[src/rtl/expr_sig_pkg.sv]
// Shared types and constants for the expression-signature compactor.
package expr_sig_pkg;

  typedef enum logic [1:0] {
    StIdle = 2'd0,
    StRun  = 2'd1,
    StDone = 2'd2
  } state_e;

  localparam int unsigned DefWidth = 90;
  localparam int unsigned DefCntW  = 16;

  // Feedback taps are taken from bit (WIDTH - TapN).
  localparam int unsigned Tap0 = 1;
  localparam int unsigned Tap1 = 2;
  localparam int unsigned Tap2 = 3;
  localparam int unsigned Tap3 = 4;

endpackage

[src/rtl/expr_sig_misr.sv]
// Multiple-input signature register: shift-left with four-tap feedback XORed with the data word.
module expr_sig_misr
  import expr_sig_pkg::*;
#(
  parameter int unsigned WIDTH = DefWidth
) (
  input  logic             clk,
  input  logic             rst_n,
  input  logic             load,
  input  logic [WIDTH-1:0] seed,
  input  logic             en,
  input  logic [WIDTH-1:0] data,
  output logic [WIDTH-1:0] sig
);

  logic             fb;
  logic [WIDTH-1:0] sig_next;

  always_comb begin
    fb       = sig[WIDTH-Tap0] ^ sig[WIDTH-Tap1] ^ sig[WIDTH-Tap2] ^ sig[WIDTH-Tap3];
    sig_next = {sig[WIDTH-2:0], fb} ^ data;
  end

  always_ff @(posedge clk) begin
    if (!rst_n) begin
      sig <= seed;
    end else if (load) begin
      sig <= seed;
    end else if (en) begin
      sig <= sig_next;
    end
  end

endmodule

[src/rtl/expr_sig_compactor.sv]
// Captures a counted run of expression results into a MISR and hands out the signature.
// Optional even-parity checking of in_data is enabled by defining EXPR_SIG_PARITY_EN.
module expr_sig_compactor
  import expr_sig_pkg::*;
#(
  parameter int unsigned      WIDTH = DefWidth,
  parameter int unsigned      CNT_W = DefCntW,
  parameter logic [WIDTH-1:0] SEED  = '1
) (
  input  logic             clk,
  input  logic             rst_n,
  input  logic             start,
  input  logic [CNT_W-1:0] num_vec,
  input  logic             in_valid,
  output logic             in_ready,
  input  logic [WIDTH-1:0] in_data,
  output logic             sig_valid,
  input  logic             sig_ready,
  output logic [WIDTH-1:0] sig_out,
  output logic [CNT_W-1:0] vec_count,
  output logic             busy
`ifdef EXPR_SIG_PARITY_EN
  ,
  input  logic             in_par,
  output logic             par_err
`endif
);

  state_e           state;
  logic [CNT_W-1:0] num_lat;
  logic [CNT_W-1:0] cnt_inc;
  logic             accept;
  logic             load;

  always_comb begin
    accept  = in_valid & in_ready;
    load    = (state == StIdle) & start;
    cnt_inc = vec_count + CNT_W'(1);
  end

  expr_sig_misr #(
    .WIDTH(WIDTH)
  ) u_misr (
    .clk  (clk),
    .rst_n(rst_n),
    .load (load),
    .seed (SEED),
    .en   (accept),
    .data (in_data),
    .sig  (sig_out)
  );

  always_ff @(posedge clk) begin
    if (!rst_n) begin
      state     <= StIdle;
      num_lat   <= '0;
      vec_count <= '0;
      in_ready  <= 1'b0;
      sig_valid <= 1'b0;
      busy      <= 1'b0;
    end else begin
      unique case (state)
        StIdle: begin
          if (start) begin
            num_lat   <= num_vec;
            vec_count <= '0;
            busy      <= 1'b1;
            if (num_vec == '0) begin
              state     <= StDone;
              sig_valid <= 1'b1;
            end else begin
              state    <= StRun;
              in_ready <= 1'b1;
            end
          end
        end
        StRun: begin
          if (accept) begin
            vec_count <= cnt_inc;
            if (cnt_inc == num_lat) begin
              state     <= StDone;
              in_ready  <= 1'b0;
              sig_valid <= 1'b1;
            end
          end
        end
        StDone: begin
          if (sig_ready) begin
            state     <= StIdle;
            sig_valid <= 1'b0;
            busy      <= 1'b0;
          end
        end
        default: begin
          state     <= StIdle;
          in_ready  <= 1'b0;
          sig_valid <= 1'b0;
          busy      <= 1'b0;
        end
      endcase
    end
  end

`ifdef EXPR_SIG_PARITY_EN
  // Sticky until the next accepted start or reset.
  always_ff @(posedge clk) begin
    if (!rst_n || load) begin
      par_err <= 1'b0;
    end else if (accept && ((^in_data) != in_par)) begin
      par_err <= 1'b1;
    end
  end
`endif

endmodule

[config.mk]
export PLATFORM = sky130hd
export DESIGN_NAME = expr_sig_compactor
export DESIGN_NICKNAME = d
export VERILOG_FILES = /design/src/rtl/expr_sig_pkg.sv /design/src/rtl/expr_sig_misr.sv /design/src/rtl/expr_sig_compactor.sv
export SDC_FILE = /design/constraint.sdc
export NUM_CORES = 1
export LEC_CHECK = 0
export BUFFER_PORTS_ARGS = -buffer_cell sky130_fd_sc_hd__buf_2
export CAP_MARGIN = 20
export CORE_MARGIN = 2
export CORE_UTILIZATION = 40
export CTS_CLUSTER_SIZE = 14
export DETAILED_ROUTE_END_ITERATION = 8
export GPL_TIMING_DRIVEN = 0
export PLACE_DENSITY = 0.67
export SYNTH_ARGS = -nofsm -noshare
export SYNTH_HDL_FRONTEND = slang
export SYNTH_SLANG_ARGS = --single-unit
[constraint.sdc]
create_clock -name clk -period 2.15 [get_ports clk]
set_input_delay 0 -clock clk [delete_from_list [all_inputs] [get_ports clk]]
set_output_delay 0 -clock clk [all_outputs]
set_load 0.03 [all_outputs]
# == Word level (Yosys, flattened, before mapping) ==
# Cells that the tools add are included.
# classes
reduce_logical,10
n_mux,22
bitwise_logic,9
eq_ne,9
add_sub_neg,1
# op_table
cell,count
90-bit XOR,1
16-bit two-way mux,2
16-bit one-hot mux with 2 select lines,1
"16-bit by 1-bit adder with 16-bit output, second input constant",1
16-bit equality test,1
16-bit zero test,1
1-bit two-way mux,10
2-bit two-way mux,5
"2-bit inequality test, second input constant",5
5-bit AND reduction,2
1-bit one-hot mux with 3 select lines,3
2-bit one-hot mux with 3 select lines,1
3-bit AND reduction,2
4-bit AND reduction,1
1-bit NOT,3
1-bit XOR,3
1-bit AND,2
"2-bit by 1-bit equality test with 1-bit output, second input constant",1
"2-bit equality test, second input constant",1
2-bit zero test,1
"2-bit by 1-bit inequality test with 1-bit output, second input constant",1
2-bit AND reduction,1
2-bit nonzero test,1
2-bit OR reduction,1
# totals
output_inout_bits,109
elab_cells,58
regBits,127

# == Logic depth before layout (Yosys ltp) ==
# Gate-level depths: netlist of run 1.
# logic_depth
ltp_word,5
mapped_depth,8

# == Modules after synthesis ==
# Synthesis of run 1 repeated with hierarchy kept, for this count alone.
# unflattened
hier_cells,673
hier_area_um2,6660.1
# modules_own_cells
mod,area_each_um2,n_inst,cells_each
expr_sig_misr,4488.1,1,384
expr_sig_compactor,2172.1,1,289

# == Worst setup path before layout of run 1 ==
# No wires, ideal clock.
# synth_timing
path_kind,flip-flop to flip-flop
start,reg vec_count[0]
end,reg state[0]
path_slack_ns,-0.357
period_less_slack_ns,2.507
path_stages_with_launch,8
arrival_ns,2.390
path_cell_list,dfxtp_1 > ha_1 > nand3_2 > or3_4 > xnor2_1 > a2111oi_4 > a41oi_1 > o211a_1
# synth_between
elab_chain_len,4
# synth_lines
element,line,rtl
from (decl),expr_sig_compactor.sv:20,"output logic [CNT_W-1:0] vec_count,"
from (signal assigned),expr_sig_compactor.sv:79,vec_count <= cnt_inc;
16-bit by 1-bit adder with 16-bit output,expr_sig_compactor.sv:38,cnt_inc = vec_count + CNT_W'(1);
16-bit equality test,expr_sig_compactor.sv:80,if (cnt_inc == num_lat) begin
2-bit inequality test (no source line),n/a,
4-bit AND reduction (no source line),n/a,
to (signal assigned),expr_sig_compactor.sv:81,state <= StDone;
to (signal assigned),expr_sig_compactor.sv:89,state <= StIdle;
to (signal assigned),expr_sig_compactor.sv:95,state <= StIdle;
to (decl),expr_sig_compactor.sv:29,state_e state;
# Every way passes these cells.
# A chain may end at the register's enable or synchronous reset.

# == Worst setup path in the final report of run 1 ==
# Same ends and word-level chain as after synthesis.

==> insert_results.sql, run 1 <==
INSERT INTO impl_metrics (metric_group, metric, value, unit) VALUES
('outcome', 'status', 'complete, no violations', ''),
('cts', 'clk_path_buf_depth', '2', ''),
('global_route', 'number_of_antenna_violations_at_the_first_check_in_global_routing', '0', ''),
('critical_path', 'cp-end-kind', 'register', ''),
('critical_path', 'startpoint_type', 'register', ''),
('min_path', 'holdCritPathClass', 'in -> reg', ''),
('routing', 'routed_wirelength', '19100', 'um'),
('synthesis', 'synth-seq-cells', '127', ''),
('floorplan', 'coreArea', '14500', 'um2'),
('routing', 'drcViolationCount', '0', ''),
('critical_path', 'worst_setup_path_startpoint', 'vec_count[0]$_SDFFE_PN0P_', ''),
('finish', 'multiInputGateArea', '3220', 'um2'),
('critical_path', 'reg_to_reg_slack_setup', '0.08', 'ns'),
('pwr', 'clockPowerShare', '42.6', '%'),
('global_route', 'grt_overflow_total', '0', ''),
('synthesis', 'synth_flop_cell', 'sky130_fd_sc_hd__dfxtp_1', ''),
('critical_path', 'startpoint_of_the_worst_slack_reg_to_reg_timing_path', 'vec_count[0]$_SDFFE_PN0P_', ''),
('cts', 'root_buffer', 'sky130_fd_sc_hd__clkbuf_16', ''),
('global_route', 'grt_first_pass_wirelength', '30700', 'um'),
('sta', 'setup_viol', '0', ''),
('routing', 'dr_total_vias', '6332', ''),
('sta', 'min_period', '2.07', 'ns'),
('pwr', 'power.net_switching', '1.84', 'mW'),
('floorplan', 'top_level_ports', '220', ''),
('synthesis', 'syn-instance-count', '674', ''),
('sta', 'report.final.slew_viol_count', '0', ''),
('global_route', 'grt_usage', '24.0', '%'),
('pwr', 'power_per_cell_area', '725', 'nW/um2'),
('critical_path', 'critical_path.slowest_cell', 'sky130_fd_sc_hd__a2bb2oi_1', ''),
('critical_path', 'critPathKind', 'reg -> reg', ''),
('synthesis', 'synth_sequential_area_ratio', '43.1', '%'),
('critical_path', 'reg2regPathDepth', '7', ''),
('sta', 'final.hold.worst_slack', '0.0162', 'ns'),
('finish', 'layout_cell_area_excl_fill', '8970', 'um2'),
('finish', 'finish.net_count', '1134', ''),
('sta', 'hold_violations', '0', ''),
('routing', 'drt-initial-drc-count', '366', ''),
('finish', 'seq_area', '2560', 'um2'),
('pwr', 'power.share.sequential', '39.5', '%'),
('floorplan', 'die_x', '125', 'um'),
('synthesis', 'mappedNetlistArea', '5900', 'um2'),
('finish', 'fillers', '1189', ''),
('synthesis', 'synth_top_area_share', '43.1', '%'),
('pwr', 'power.leakage', '3.89', 'nW'),
('finish', 'postLayoutCoreUtil', '62.0', '%'),
('synthesis', 'post_synth_and_or_nand_nor_area_fraction', '16.6', '%'),
('floorplan', 'die_area', '15700', 'um2'),
('critical_path', 'critical_path_arrival', '2.42', 'ns'),
('pwr', 'cellInternalPower', '4.67', 'mW'),
('placed_design', 'gp_routability_congestion', '0.857', ''),
('synthesis', 'yosysTopAreaCell', 'sky130_fd_sc_hd__dfxtp_1', ''),
('placed_design', 'dpl_cell_area', '7260', 'um2'),
('finish', 'final_layout_size_suffix_gt1_share', '27.7', '%'),
('routing', 'dr_wl_met3', '1250', 'um'),
('synthesis', 'largest_family_of_logic_cells_by_synthesized_area', 'compound AO/OA/AOI/OAI gates', ''),
('job', 'cap_viol_max_count', '0', ''),
('synthesis', 'post_synth_xor_area_fraction', '17.5', '%'),
('global_route', 'grt_start_max_net_pins', '17', ''),
('synthesis', 'avgSynthCellArea', '8.76', 'um2'),
('cts', 'clk_latency', '0.41', 'ns'),
('critical_path', 'critical_path_peak_fanout', '7', ''),
('synthesis', 'post_synth_num_cell_types', '51', ''),
('finish', 'mostFrequentLayoutCells', '222 x sky130_fd_sc_hd__buf_2, 138 x sky130_fd_sc_hd__nand2_1, 118 x sky130_fd_sc_hd__dfxtp_1, 108 x sky130_fd_sc_hd__xnor2_1, 108 x sky130_fd_sc_hd__dlygate4sd3_1', ''),
('synthesis', 'synthTopCellsByArea', 'sky130_fd_sc_hd__dfxtp_1 43%, sky130_fd_sc_hd__xnor2_1 16%, sky130_fd_sc_hd__o211ai_1 11%', ''),
('pwr', 'netSwitchingFraction', '28.3', '%'),
('critical_path', 'cp.depth', '7', ''),
('synthesis', 'syn_nets', '786', ''),
('routing', 'routed-wl-met2', '9170', 'um'),
('sta', 'finalCritPeriodShare', '96.1', '%'),
('critical_path', 'r2r-end', 'state[0]$_SDFFE_PN0P_', ''),
('routing', 'route.detailed.vias_per_inst', '5.19', '');
## sequential cells by signal, indices dropped and copies added, names as in the netlist
signal      count
sig_valid       1
in_ready        1
num_lat        16
state           2
vec_count      16
busy            1
u_misr.sig     90
## Yosys cell counts, types with 2 or more instances
cell type                   number
sky130_fd_sc_hd__nand2_1       138
sky130_fd_sc_hd__dfxtp_1       127
sky130_fd_sc_hd__xnor2_1       109
sky130_fd_sc_hd__o211ai_1       90
sky130_fd_sc_hd__clkbuf_1       38
sky130_fd_sc_hd__a21oi_1        32
sky130_fd_sc_hd__nor2_1         30
sky130_fd_sc_hd__nor4_1         12
sky130_fd_sc_hd__o21ai_0        12
sky130_fd_sc_hd__xor2_1          9
sky130_fd_sc_hd__nand3_1         8
sky130_fd_sc_hd__nor3_1          7
sky130_fd_sc_hd__a22oi_1         5
sky130_fd_sc_hd__inv_1           5
sky130_fd_sc_hd__nand4_1         5
sky130_fd_sc_hd__buf_2           4
sky130_fd_sc_hd__a2bb2oi_1       3
sky130_fd_sc_hd__and4_1          3
sky130_fd_sc_hd__a311oi_1        2
sky130_fd_sc_hd__a41oi_1         2
sky130_fd_sc_hd__and2_1          2
sky130_fd_sc_hd__nor2b_1         2
## how the worst min path moves through the flow
| stage | cells after the start | start | slack, ns | to |
|---|---|---|---|---|
| after floorplan | 1 | rst_n | 0.13 | state[0]$_SDFFE_PN0P_ |
| after global placement | 3 | num_vec[11] | 0.26 | num_lat[11]$_SDFFE_PN0P_ |
| after detailed placement | 3 | num_vec[11] | 0.26 | num_lat[11]$_SDFFE_PN0P_ |
| after CTS | 4 | in_data[0] | 0.01 | u_misr.sig[0]$_SDFFE_PP1P_ |
| after global routing | 4 | in_data[0] | 0.05 | u_misr.sig[0]$_SDFFE_PP1P_ |
| final | 4 | in_data[0] | 0.02 | u_misr.sig[0]$_SDFFE_PP1P_ |
## stage by stage
step	total power [mW]	worst slack [ns]	std cells	TNS [ns]
5_1_grt	6.78	-0.0450	1219	-0.115
2_1_floorplan	3.26	0.0156	674	0
3_5_place_dp	3.61	-0.264	1077	-20.12
3_3_place_gp	3.60	-0.219	1077	-17.02
4_1_cts	6.53	0.0147	1219	0
6_report	6.51	0.0840	1219	0
## area by class of cell
type                    count  area share [%]
plain buffers              42            1.91
clock buffers              19            5.17
clock inverters            13            1.24
inverters                   6           0.251
multi-input cells         498            35.8
flip-flops and latches    127            28.5
well taps                 184            2.57
repair buffers            330            24.5
## routing by layer
layer | GRT usage, % | up-vias
met5 | 0 | -
met4 | 10.5 | 0
met3 | 7.45 | 50
met2 | 40.3 | 277
met1 | 28.2 | 2937
li1 | - | 3068
## cell families (layout without fill, tap and decap cells)
kind of cell,after synthesis,in the layout
AOI/OAI and AO/OA,160,160
xor gates and xnor gates,118,118
adders and majority gates,1,1
buffers and inverters,49,410
and+or+nand+nor,218,218
muxes,1,1
DFF,127,127
## repair_timing
item / in CTS / in global routing
gates resized for setup: 6 / 4
setup buffers: 2 / 1
endpoints found under the setup margin: 93 / 104
pin swaps: 2 / 2
endpoints found under the hold margin: 109 / 0
hold buffers: 108 / 0
## power by group through the flow
stage | combinational [mW] | clock (mW) | sequential (mW)
2_1_floorplan | 0.485 | 0 | 2.78
3_3_place_gp | 0.983 | 0 | 2.62
3_5_place_dp | 0.992 | 0 | 2.62
4_1_cts | 1.15 | 2.82 | 2.57
5_1_grt | 1.26 | 2.93 | 2.58
6_report | 1.17 | 2.77 | 2.57
## worst register-to-register path: stages, from the launching register on
cell and delay, ns:
sky130_fd_sc_hd__dfxtp_4 0.36, sky130_fd_sc_hd__buf_4 0.15, sky130_fd_sc_hd__nand4_1 0.22, sky130_fd_sc_hd__nor3_2 0.39
sky130_fd_sc_hd__a2bb2oi_1 0.44, sky130_fd_sc_hd__a2111oi_4 0.07, sky130_fd_sc_hd__a41oi_1 0.23, sky130_fd_sc_hd__o211a_1 0.15
Power figures use the tool's default switching activity.
==> run 2: changes to the inputs <==
--- a/config.mk
+++ b/config.mk
@@ -9,9 +9,9 @@
 export CAP_MARGIN = 20
 export CORE_MARGIN = 2
-export CORE_UTILIZATION = 40
+export CORE_UTILIZATION = 29
 export CTS_CLUSTER_SIZE = 14
 export DETAILED_ROUTE_END_ITERATION = 8
 export GPL_TIMING_DRIVEN = 0
-export PLACE_DENSITY = 0.67
+export PLACE_DENSITY = 0.51
 export SYNTH_ARGS = -nofsm -noshare
 export SYNTH_HDL_FRONTEND = slang
==> constraint.sdc (replaced) <==
create_clock -name clk -period 2.15 [get_ports clk]
set_input_delay 0 -clock clk [delete_from_list [all_inputs] [get_ports clk]]
set_output_delay 0 -clock clk [all_outputs]
set_load 0.02 [all_outputs]
==> run 2 against run 1 <==
Clock power up 4%. Sequential power about the same. Global-route usage is 5.8 points lower. Hold slack worse by 0.0033 ns. Critical endpoint unchanged. Highest routed layer unchanged.
==> insert_results.sql, run 2 (synthesis gave the netlist of run 1 again) <==
INSERT INTO impl_metrics (metric_group, metric, value, unit) VALUES
('floorplan', 'die_area', '21500', 'um2'),
('global_route', 'grt_pass1_vias', '6125', ''),
('critical_path', 'cp-endpoint', 'state[0]$_SDFFE_PN0P_', ''),
('sta', 'hold_violations', '0', ''),
('routing', 'route.detailed.vias_per_inst', '4.68', ''),
('sta', 'min_period', '2.06', 'ns'),
('routing', 'routed_wirelength', '19400', 'um'),
('sta', 'final.hold.worst_slack', '0.0129', 'ns'),
('critical_path', 'crit_path_cell_trace', 'clkbuf_4 > nand4_4 > or2_4 > o311a_1 > a311o_1 > a41oi_1 > o211a_1', ''),
('finish', 'finish.net_count', '1136', ''),
('critical_path', 'reg2regPathDepth', '7', ''),
('global_route', 'met1_usage_grt', '23.1', '%'),
('global_route', 'use_met2', '29.9', '%'),
('global_route', 'grt_start_max_net_pins', '17', ''),
('job', 'cap_viol_max_count', '0', ''),
('placed_design', 'gp_routability_congestion', '0.812', ''),
('routing', 'wire_per_inst', '14.9', 'um'),
('critical_path', 'critical_path.slowest_cell', 'sky130_fd_sc_hd__a311o_1', ''),
('floorplan', 'die_boundary_height', '147', 'um'),
('floorplan', 'initial_core_util', '29.4', '%'),
('finish', 'largest_register_ff_count', '90', ''),
('finish', 'biggestRegsByFlops', 'u_misr.sig x90, num_lat x16, vec_count x16', ''),
('pwr', 'power_per_cell_area', '715', 'nW/um2'),
('cts', 'cts_tree', 'done', ''),
('global_route', 'grt_usage', '18.2', '%'),
('cts', 'h-tree-depth', '4', ''),
('sta', 'worst_slew_pin_slew', '0.626', 'ns'),
('floorplan', 'die_x', '147', 'um'),
('global_route', 'grt_overflow_total', '0', ''),
('floorplan', 'rows', '52', ''),
('finish', 'areaGrowthSynthToFinish', '54.8', '%'),
('finish', 'fillers', '1941', ''),
('pwr', 'peak_supply_drop', '0.000518', 'V'),
('sta', 'rsz0062_at_grt', 'no', ''),
('finish', 'antenna_cells_inserted', '0', ''),
('pwr', 'total_power', '6.54', 'mW'),
('critical_path', 'reg_to_reg_slack_setup', '0.09', 'ns'),
('finish', 'final_layout_size_suffix_gt1_share', '28.2', '%'),
('sta', 'fin_skew', '0.0137', 'ns'),
('global_route', 'grt_busiest_layer', 'met2', ''),
('finish', 'mostFrequentLayoutCell', 'sky130_fd_sc_hd__buf_2', ''),
('finish', 'postLayoutCoreUtil', '45.5', '%'),
('outcome', 'status', 'complete, no violations', ''),
('min_path', 'holdCritPathClass', 'in -> reg', ''),
('sta', 'relSlewSlack', '58.3', '%'),
('routing', 'drcViolationCount', '0', ''),
('critical_path', 'startpoint_type', 'register', ''),
('critical_path', 'slowest_delay', '0.38', 'ns'),
('cts', 'clk_path_buf_depth', '2', ''),
('finish', 'layout_cell_area_excl_fill', '9140', 'um2'),
('critical_path', 'worstPathRequired', '2.51', 'ns'),
('floorplan', 'coreArea', '20100', 'um2'),
('finish', 'top_register', 'u_misr.sig', ''),
('critical_path', 'critical_path_peak_fanout', '7', ''),
('placed_design', 'dpl_cell_area', '7370', 'um2'),
('cts', 'cts_num_sinks', '127', ''),
('global_route', 'grt_first_pass_wirelength', '31700', 'um'),
('routing', 'dr_total_vias', '6116', ''),
('cts', 'cts.reportedPaths.clkPinSlew', '0.06', 'ns'),
('pwr', 'power.leakage', '3.92', 'nW'),
('routing', 'drtPass1Iterations', '4', ''),
('sta', 'timing.setup.tns', '0', 'ns'),
('global_route', 'groute.layer.met3.usage', '4.84', '%'),
('cts', 'clk_latency', '0.43', 'ns'),
('placed_design', 'dp_hpwl', '13600', 'um'),
('cts', 'root_buffer', 'sky130_fd_sc_hd__clkbuf_16', ''),
('sta', 'finalCritPeriodShare', '95.9', '%'),
('sta', 'report.final.slew_viol_count', '0', ''),
('sta', 'setup_viol', '0', ''),
('sta', 'timing.fmax', '0.485', 'GHz'),
('global_route', 'number_of_antenna_violations_at_the_first_check_in_global_routing', '0', ''),
('cts', 'tritoncts.num_buffers', '17', ''),
('floorplan', 'top_level_ports', '220', ''),
('critical_path', 'worst_setup_path_startpoint', 'vec_count[9]$_SDFFE_PN0P_', ''),
('routing', 'drt.antenna.violating_nets', '0', ''),
('critical_path', 'cp-end-kind', 'register', ''),
('critical_path', 'critical_path_arrival', '2.42', 'ns'),
('routing', 'drt-initial-drc-count', '231', ''),
('critical_path', 'critPathKind', 'reg -> reg', ''),
('placed_design', 'buffer_ports.inserted', '219', ''),
('finish', 'mostFrequentLayoutCells', '219 x sky130_fd_sc_hd__buf_2, 138 x sky130_fd_sc_hd__nand2_1, 118 x sky130_fd_sc_hd__dfxtp_1, 108 x sky130_fd_sc_hd__xnor2_1, 108 x sky130_fd_sc_hd__dlygate4sd3_1', ''),
('critical_path', 'r2r-end', 'state[0]$_SDFFE_PN0P_', ''),
('critical_path', 'startpoint_of_the_worst_slack_reg_to_reg_timing_path', 'vec_count[9]$_SDFFE_PN0P_', '');
==> run 2: routing by layer <==
| metal | wire length, um | share of wire (%) |
|---|---|---|
| met1 | 8600 | 44 |
| met2 | 9330 | 48 |
| met3 | 1100 | 5.7 |
| met4 | 390 | 2.0 |
| met5 | 0 | 0 |
==> run 2: worst min path at each step <==
| stage | from | end | slack [ns] | cells after the start |
|---|---|---|---|---|
| after floorplan | rst_n | state[0]$_SDFFE_PN0P_ | 0.13 | 1 |
| after global placement | num_vec[14] | num_lat[14]$_SDFFE_PN0P_ | 0.26 | 3 |
| after detailed placement | num_vec[13] | num_lat[13]$_SDFFE_PN0P_ | 0.27 | 3 |
| after CTS | start | state[1]$_SDFFE_PN0P_ | 0.007 | 3 |
| after global routing | start | state[1]$_SDFFE_PN0P_ | 0.003 | 3 |
| final | start | state[1]$_SDFFE_PN0P_ | 0.01 | 3 |
==> run 2: worst max-delay path: cells and delay by family, from the launching register on <==
| family | cells | cell delay, ns |
|---|---|---|
| AOI/OAI and AO/OA | 4 | 1.05 |
| buffers and inverters | 1 | 0.19 |
| DFF | 1 | 0.32 |
| and+or+nand+nor | 2 | 0.43 |
==> run 2: repair_timing <==
item                                    in CTS  in global routing
endpoints found under the hold margin      111                  0
pin swaps                                    1                  4
gates cloned                                 0                  0
buffers inserted                             1                  5
endpoints found under the setup margin      93                 99
hold buffers                               108                  0
gates resized for setup                      6                 11
==> run 2: final cells by class <==
cell class / instances / area (um2) / area share, %
multi-input cells: 498 / 3240 / 35.4
flip-flops and latches: 127 / 2560 / 28.0
repair buffers: 333 / 2220 / 24.3
clock buffers: 18 / 439 / 4.80
well taps: 270 / 338 / 3.70
plain buffers: 41 / 175 / 1.92
clock inverters: 14 / 146 / 1.60
inverters: 6 / 22.5 / 0.246
==> run 2: per-stage QoR <==
stage,cells,setup slack (ns)
3_3_place_gp,1163,-0.245
3_5_place_dp,1163,-0.347
4_1_cts,1304,0.00236
2_1_floorplan,674,0.00188
5_1_grt,1307,0.000305
6_report,1307,0.0888
==> run 2: where the power goes <==
group	leakage (nW)	total (mW)	internal, mW	switching (mW)
Sequential	1.04	2.57	2.46	0.106
Clock	0.283	2.87	1.66	1.21
Combinational	2.59	1.10	0.518	0.578
